$ cat src/rtl/shift_sequencer_pkg.sv
// Shared types for the shift sequencer: FSM state encoding and counter width.
package shift_seq_pkg;

  typedef enum logic [1:0] {
    IDLE   = 2'b00,
    SETTLE = 2'b01,
    SHIFT  = 2'b10,
    DONE   = 2'b11
  } state_t;

  localparam int CNT_W = 4;

endpackage

$ cat src/rtl/shift_sequencer_if.sv
// Request/grant and shift-control signals between the sequencer and its requesters.
interface shift_sequencer_if;

  logic [1:0] req;
  logic       Sample_Enable;
  logic [1:0] gnt;
  logic       RShift;
  logic       busy;
  logic       done;
  logic [1:0] st;
`ifdef SHIFT_SEQ_TIMEOUT_EN
  logic       timeout;

  modport master (output req, Sample_Enable, input gnt, RShift, busy, done, st, timeout);
  modport slave  (input req, Sample_Enable, output gnt, RShift, busy, done, st, timeout);
`else
  modport master (output req, Sample_Enable, input gnt, RShift, busy, done, st);
  modport slave  (input req, Sample_Enable, output gnt, RShift, busy, done, st);
`endif

endinterface

$ cat src/rtl/shift_sequencer_rr_arb2.sv
// Two-way round-robin pick, purely combinational: one-hot winner, zero when no request.
module rr_arb2 (
  input  logic [1:0] i_req,
  input  logic       i_ptr,
  output logic [1:0] o_win
);

  // i_ptr names the requester that wins a tie
  always_comb begin
    o_win = 2'b00;
    case (i_req)
      2'b01:   o_win = 2'b01;
      2'b10:   o_win = 2'b10;
      2'b11:   o_win = i_ptr ? 2'b10 : 2'b01;
      default: o_win = 2'b00;
    endcase
  end

endmodule

$ cat src/rtl/shift_sequencer.sv
// Arbitrates two requesters and issues FRAME_BITS shift pulses per granted frame on baud ticks.
// Grant registers one edge after req; optional watchdog abort under macro SHIFT_SEQ_TIMEOUT_EN.
module shift_sequencer
  import shift_seq_pkg::*;
#(
  parameter int FRAME_BITS   = 10,
  parameter int SETTLE_TICKS = 1,
  parameter int TIMEOUT_CYC  = 255
) (
  input logic              clk,
  input logic              rst_n,
  shift_sequencer_if.slave bus
);

  if (FRAME_BITS < 1 || FRAME_BITS > 15 || SETTLE_TICKS < 0 || SETTLE_TICKS > 15 ||
      TIMEOUT_CYC < 1) begin : g_bad_params
    $error("shift_sequencer: parameter out of range");
  end

  state_t           r_state, w_next;
  logic [1:0]       r_gnt, w_gnt_nxt, w_win;
  logic             r_ptr, w_ptr_nxt;
  logic [CNT_W-1:0] r_tick, w_tick_nxt;
  logic [CNT_W-1:0] r_bits, w_bits_nxt;
  logic             w_shift;
  logic             w_abort;

  rr_arb2 u_arb (
    .i_req (bus.req),
    .i_ptr (r_ptr),
    .o_win (w_win)
  );

  // Gated by rst_n so a tick arriving during reset never reaches the shift register
  assign w_shift = rst_n && (r_state == SHIFT) && bus.Sample_Enable;

`ifdef SHIFT_SEQ_TIMEOUT_EN
  localparam int WD_W = $clog2(TIMEOUT_CYC + 1);
  logic [WD_W-1:0] r_wd;

  // Held at zero in IDLE, so it starts fresh whenever a frame begins
  always_ff @(posedge clk) begin
    if (!rst_n || r_state == IDLE || bus.Sample_Enable) begin
      r_wd <= '0;
    end else if (r_wd != WD_W'(TIMEOUT_CYC)) begin
      r_wd <= r_wd + 1'b1;
    end
  end

  assign w_abort     = ((r_state == SETTLE) || (r_state == SHIFT)) && (r_wd == WD_W'(TIMEOUT_CYC));
  assign bus.timeout = w_abort;
`else
  assign w_abort = 1'b0;
`endif

  always_comb begin
    w_next     = r_state;
    w_gnt_nxt  = r_gnt;
    w_ptr_nxt  = r_ptr;
    w_tick_nxt = r_tick;
    w_bits_nxt = r_bits;
    case (r_state)
      IDLE: begin
        w_tick_nxt = '0;
        w_bits_nxt = '0;
        if (bus.req != 2'b00) begin
          w_gnt_nxt = w_win;
          w_next    = (SETTLE_TICKS == 0) ? SHIFT : SETTLE;
        end
      end
      SETTLE: begin
        if (bus.Sample_Enable) begin
          w_tick_nxt = r_tick + 1'b1;
          if (w_tick_nxt == CNT_W'(SETTLE_TICKS)) begin
            w_next     = SHIFT;
            w_bits_nxt = '0;
          end
        end
      end
      SHIFT: begin
        if (w_shift) begin
          w_bits_nxt = r_bits + 1'b1;
          if (w_bits_nxt == CNT_W'(FRAME_BITS)) begin
            w_next = DONE;
          end
        end
      end
      DONE: begin
        w_next    = IDLE;
        w_gnt_nxt = 2'b00;
        w_ptr_nxt = r_gnt[0];
      end
      default: w_next = IDLE;
    endcase
    // Abort hands the tie-break to the other requester just like a finished frame
    if (w_abort) begin
      w_next    = IDLE;
      w_gnt_nxt = 2'b00;
      w_ptr_nxt = r_gnt[0];
    end
  end

  always_ff @(posedge clk) begin
    if (!rst_n) begin
      r_state <= IDLE;
      r_gnt   <= 2'b00;
      r_ptr   <= 1'b0;
      r_tick  <= '0;
      r_bits  <= '0;
    end else begin
      r_state <= w_next;
      r_gnt   <= w_gnt_nxt;
      r_ptr   <= w_ptr_nxt;
      r_tick  <= w_tick_nxt;
      r_bits  <= w_bits_nxt;
    end
  end

  assign bus.gnt    = r_gnt;
  assign bus.RShift = w_shift;
  assign bus.busy   = (r_state != IDLE);
  assign bus.done   = (r_state == DONE);
  assign bus.st     = r_state;

endmodule

$ cat src/flat_wrapper.sv
// flat-port wrapper written by rule: the top's interface ports become plain ports
module shift_sequencer_flat import shift_seq_pkg::*;
#(
  parameter int FRAME_BITS   = 10,
  parameter int SETTLE_TICKS = 1,
  parameter int TIMEOUT_CYC  = 255
)
  (clk, rst_n, bus_req, bus_Sample_Enable, bus_gnt, bus_RShift, bus_busy, bus_done, bus_st);
  shift_sequencer_if bus_i ();
  input logic clk;
  input logic rst_n;
  input wire logic [$bits(bus_i.req)-1:0] bus_req;
  input wire logic [$bits(bus_i.Sample_Enable)-1:0] bus_Sample_Enable;
  output wire logic [$bits(bus_i.gnt)-1:0] bus_gnt;
  output wire logic [$bits(bus_i.RShift)-1:0] bus_RShift;
  output wire logic [$bits(bus_i.busy)-1:0] bus_busy;
  output wire logic [$bits(bus_i.done)-1:0] bus_done;
  output wire logic [$bits(bus_i.st)-1:0] bus_st;
  assign bus_i.req = bus_req;
  assign bus_i.Sample_Enable = bus_Sample_Enable;
  assign bus_gnt = bus_i.gnt;
  assign bus_RShift = bus_i.RShift;
  assign bus_busy = bus_i.busy;
  assign bus_done = bus_i.done;
  assign bus_st = bus_i.st;
  shift_sequencer #(.FRAME_BITS(FRAME_BITS), .SETTLE_TICKS(SETTLE_TICKS), .TIMEOUT_CYC(TIMEOUT_CYC)) u_core (.clk(clk), .rst_n(rst_n), .bus(bus_i));
endmodule
$ cat config.mk
export PLATFORM = sky130hd
export DESIGN_NAME = shift_sequencer_flat
export DESIGN_NICKNAME = d
export VERILOG_FILES = /design/src/rtl/shift_sequencer_pkg.sv /design/src/rtl/shift_sequencer_if.sv /design/src/rtl/shift_sequencer_rr_arb2.sv /design/src/rtl/shift_sequencer.sv /design/src/flat_wrapper.sv
export SDC_FILE = /design/constraint.sdc
export NUM_CORES = 1
export LEC_CHECK = 0
export CORE_AREA = 2 2 40 56
export CTS_BUF_LIST = sky130_fd_sc_hd__clkbuf_16
export CTS_CLUSTER_DIAMETER = 80
export DETAILED_ROUTE_END_ITERATION = 10
export DIE_AREA = 0 0 42 58
export PLACE_DENSITY = 0.69
export SKIP_LAST_GASP = 1
export SYNTH_ARGS = -nofsm -noshare
export SYNTH_HDL_FRONTEND = slang
export SYNTH_SLANG_ARGS = --single-unit
$ cat constraint.sdc
create_clock -name clk -period 3.5 [get_ports clk]
set_input_delay 0.35 -clock clk [delete_from_list [all_inputs] [get_ports clk]]
set_output_delay 0.35 -clock clk [all_outputs]
set_load 0.01 [all_outputs]
Yosys cells after proc, flatten, opt, wreduce, memory -nomap -nowiden
Cells that the tools add are included.
{ "op_classes": {"addsub": 2, "eq_ne": 13, "n_mux": 16, "n_reduce_logical": 12} }
{ "ops": {"columns": ["operator", "count"], "rows": [
  ["4-bit two-way mux", 4],
  ["2-bit two-way mux", 7],
  ["4-bit one-hot mux with 3 select lines", 1],
  ["4-bit by 1-bit adder with 4-bit output, second input constant", 2],
  ["2-bit equality test, second input constant", 4],
  ["2-bit one-hot mux with 4 select lines", 1],
  ["4-bit one-hot mux with 2 select lines", 1],
  ["2-bit nonzero test", 4],
  ["2-bit inequality test, second input constant", 3],
  ["2-bit one-hot mux with 3 select lines", 1],
  ["5-bit AND reduction", 1],
  ["2-bit by 1-bit equality test with 1-bit output, second input constant", 2],
  ["4-bit by 1-bit equality test with 1-bit output, second input constant", 1],
  ["4-bit equality test, second input constant", 1],
  ["2-bit by 1-bit inequality test with 1-bit output, second input constant", 2],
  ["2-bit one-hot mux with 2 select lines", 1],
  ["2-bit AND reduction", 2],
  ["4-bit AND reduction", 1],
  ["3-bit nonzero test", 1],
  ["1-bit logical AND", 2],
  ["2-bit zero test", 1]
]} }
{ "word_totals": {"register_bits": 13, "input_bits": 5, "output_inout_bits": 7, "elab_cells": 48} }

Longest topological paths before layout
{ "logic_depth": {"depth_word": 5, "mapped_depth": 7, "depth_no_buf": 7} }

Hierarchy
Synthesis repeated with hierarchy kept, for this count alone.
{ "unflattened": {"hier_cells": 101, "area_unflattened_um2": 833.3} }
{ "modules_own_cells": {"columns": ["mod", "instances", "cells_each", "area_each_um2", "seq_area_each_um2"], "rows": [
  ["shift_sequencer", 1, 98, 814.5, 260.2],
  ["rr_arb2", 1, 3, 18.8, 0.0]
]} }

Worst setup path before layout
Ideal clock, no wire load.
{ "synth_timing": {"path_type": "register to register", "start": "register u_core.r_tick[0]", "end": "register u_core.r_bits[2]", "setup_time_ns": 0.117, "t_arrival_ns": 1.472, "required_ns": 3.383, "setup_slack_ns": 1.911, "path_stages_with_launch": 6, "path_buffers": 0, "period_less_slack_ns": 1.589, "path_cell_list": "dfxtp_1 ha_1 o41ai_2 o211a_1 o21ai_1 a32o_1"} }
{ "synth_via": {"elab_chain_len": 4} }
{ "synth_rtl": {"columns": ["element", "line", "text"], "rows": [
  ["start: declaration", "shift_sequencer.sv:23", "logic [CNT_W-1:0] r_tick, w_tick_nxt;"],
  ["start signal: assignment", "shift_sequencer.sv:114", "r_tick <= w_tick_nxt;"],
  ["4-bit by 1-bit adder with 4-bit output", "shift_sequencer.sv:73", "w_tick_nxt = r_tick + 1'b1;"],
  ["4-bit by 1-bit equality test with 1-bit output", "shift_sequencer.sv:74", "if (w_tick_nxt == CNT_W'(SETTLE_TICKS)) begin"],
  ["2-bit by 1-bit inequality test with 1-bit output (no line)", null, null],
  ["4-bit AND reduction (no line)", null, null],
  ["end signal: assignment", "shift_sequencer.sv:115", "r_bits <= w_bits_nxt;"],
  ["end: declaration", "shift_sequencer.sv:24", "logic [CNT_W-1:0] r_bits, w_bits_nxt;"]
]} }
Every way passes these cells.
A chain may end at the register's enable or synchronous reset.

Worst setup path in the final report
{ "layout_timing": {"start": "input rst_n", "end": "output bus_RShift"} }
{ "layout_via": {"elab_chain_len": 2} }
{ "layout_rtl": {"columns": ["element", "line", "text"], "rows": [
  ["start: declaration", "flat_wrapper.sv:11", "input logic rst_n;"],
  ["1-bit logical AND (2 in a row)", "shift_sequencer.sv:35", "assign w_shift = rst_n && (r_state == SHIFT) && bus.Sample_Enable;"],
  ["end: declaration", "flat_wrapper.sv:15", "output wire logic [$bits(bus_i.RShift)-1:0] bus_RShift;"]
]} }
Every way passes these cells.

==> flow_summary.yaml <==
outcome:
  status: "completed"
logic_synthesis:
  syn_inst: 97
  syn-cell-area_um2: 817.0
  postSynthAreaPerCell_um2: 8.423
  synth_nets: 110
  ys.flop_type: "dfxtp_1"
  ys_seq_area_share_pct: 31.85
  yosys_warnings: 0
  ys_ff_latch: 13
  synth_edf_count: 0
  async_reset_ff_share_pct: 0
  synth.distinct_cells: 35
floorplan:
  dieArea_um2: 2436
  rows: 19
  die_h_um: 58
  ios: 12
  die_w_um: 42
  core_area_um2: 1926
  initial_core_util_pct: 42.43
placement:
  routabilityCongestion: 0.7904
  portBuffers: 11
  hpwl_um: 1242
cells_and_area:
  mostFrequentLayoutCell: "dfxtp_1"
  num_antenna_cells: 0
  areaGrowthSynthToFinish_pct: 24.04
  final.fill_count: 167
  drive_gt1_share_pct: 5.455
  fin_nets: 124
  layout_common_cells: "dfxtp_1 (13), inv_1 (11), clkdlybuf4s50_1 (11), nand2_1 (10), ha_1 (8)"
timing:
  tightest_slew_ns: 0.4993
  fmax_mhz: 442.2
  slew_violations: 0
  min_period_over_period_pct: 64.62
  setup_viol_count_final: 0
  setup-tns-final_ns: 0
  timing.slew.headroom_pct: 66.61
  hold_violations: 0
  rsz0062_at_grt: "no"
  finClkSkew_ns: 0.002139
  finalCriticalPeriod_ns: 2.262
hold_path:
  min_to: "u_core.bus.gnt[1]$_SDFFE_PN0P_"
  holdCritPathClass: "flip-flop to flip-flop"
  hold_depth: 2
  hp-start: "u_core.bus.gnt[1]$_SDFFE_PN0P_"
critical_path:
  critPathTopFamily: "buffers and inverters"
  path_cells: "clkdlybuf4s50_1, nand2_1, nor2_1, clkdlybuf4s50_1"
  critical_path_class: "primary input to output pin"
  cp_slowest_cell: "clkdlybuf4s50_1"
  crit_start: "rst_n"
  cp_max_fo: 16
  cp.required_ns: 3.15
  worstPathArrival_ns: 1.91
  cp_common_cell: "clkdlybuf4s50_1"
  slowest_delay_ns: 0.78
  worstReg2RegStart: "u_core.r_tick[0]$_SDFFE_PN0P_"
  cp_num_buf_inv: 2
  r2r-end: "u_core.r_bits[2]$_SDFFE_PN0P_"
  end_kind: "output pin"
  startpoint_type: "primary input"
  rrSetupSlack_ns: 1.73
  ff2ff_path_depth: 5
grt:
  grt_usage_pct: 15.49
  grt_antenna_before_repair: 0
  grt_pass1_vias: 671
  grt_remaining_overflow: 0
  grt_max_degree: 17
  grt_pass1_wl_um: 2856
power:
  power_mw: 0.6942
  p_leak_nw: 0.4069
  cellPowerDensity_nw_per_um2: 684.9
  ir_worst_vdd_v: 0.0003663
clock_network:
  cts.clk_slew.worst_paths_ns: 0.04
  cts-buffers-inserted: 3
  hold_buffers: 0
  cts_max_level: 1
  cts-resized-gates: 0
  clockRootBuffer: "clkbuf_16"
  clockBufferDepth: 2
  clock-sinks: 13
  tritoncts: "done"
  post_cts_buffers: 0
  clk_latency_ns: 0.25
routing:
  drc: 0
  post_drt_via_cell_ratio: 5.557
  firstDrtPassIters: 4
  wl_per_cell_um: 12.72
  drt-total-wl_um: 1666
  drtIter0Drc: 9
  ant_nets: 0
  dr_total_vias: 728
flow_run:
  drv_cap: 0
state kept, by name (all words and copies together), names as in the netlist:
register and flops:
u_core.r_bits 4, u_core.r_tick 4, u_core.bus.gnt 2, u_core.bus.st 2, u_core.r_ptr 1
worst max path at each step:
stage                                          to  cells after the start
floorplan           u_core.r_bits[2]$_SDFFE_PN0P_                      5
global placement                       bus_RShift                      4
detailed placement                     bus_RShift                      4
CTS                                    bus_RShift                      4
global route                           bus_RShift                      4
finish                                 bus_RShift                      4
metal layers:
metal  part of all wire [%]  vias to the layer above  GRT usage (%)  wire [µm]
li1                       -                      375              -          -
met1                     43                      343          17.37        724
met2                     51                        5          26.79        857
met3                    2.0                        5          1.869         33
met4                    3.1                        0          11.06         51
met5                      0                        -              0          0
report_power, final:
part           internal, mW  total, mW  switching (mW)
sequential            0.171      0.194          0.0236
combinational         0.131      0.284           0.154
clock                 0.151      0.215          0.0647
total                 0.452      0.694           0.242
synthesized netlist by cell type (2+ instances only):
cell | n | area [µm²]
nor2_1 | 5 | 18.77
nand4b_1 | 2 | 17.52
ha_1 | 8 | 100.1
dfxtp_1 | 13 | 260.3
o21ai_1 | 2 | 10.01
o21ai_0 | 4 | 20.02
inv_1 | 10 | 37.54
nor3_1 | 2 | 10.01
a32oi_1 | 3 | 26.28
nand4_1 | 2 | 12.51
nand2_1 | 10 | 37.54
a21o_1 | 2 | 15.01
nor2b_1 | 5 | 31.28
mux2i_1 | 2 | 20.02
o31ai_1 | 2 | 15.01
a21oi_1 | 5 | 25.02
nand3_1 | 2 | 10.01
final cells by class:
cell class | instances | area [µm²] | share of cell area [%]
repair buffers | 11 | 110.1 | 10.86
multi-input cells | 72 | 500.5 | 49.38
well taps | 21 | 26.28 | 2.593
clock inverters | 1 | 3.754 | 0.3704
flip-flops and latches | 13 | 260.3 | 25.68
clock buffers | 3 | 75.07 | 7.407
inverters | 10 | 37.54 | 3.704
cells by family after synthesis:
kind of cell / after synthesis / synth area share, %
DFF: 13 / 31.85
AOI/OAI and AO/OA: 27 / 23.74
buffers and inverters: 12 / 6.892
adders and majority gates: 8 / 12.25
muxes: 2 / 2.450
and+or+nand+nor: 35 / 22.82
metrics by stage:
step | hold WS, ns | cell area (µm²) | worst slack (ns) | utilization (%) | instances
floorplan | 0.4682 | 817.0 | 1.911 | - | 97
global placement | 0.4965 | 934.6 | 1.254 | 48.54 | 127
global route | 0.5300 | 1013 | 1.113 | 52.63 | 131
detailed placement | 0.5059 | 934.6 | 1.233 | 48.54 | 127
CTS | 0.5108 | 1013 | 1.215 | 52.63 | 131
finish | 0.5078 | 1013 | 1.238 | 52.63 | 131
worst register-to-register path, stage by stage, from the launching register on:
cell     delay, ns
dfxtp_1       0.35
ha_1          0.27
o41ai_2       0.35
o211a_1       0.33
o21ai_1       0.10
a32o_1        0.25
No activity file was read; power rests on OpenSTA's default activity.
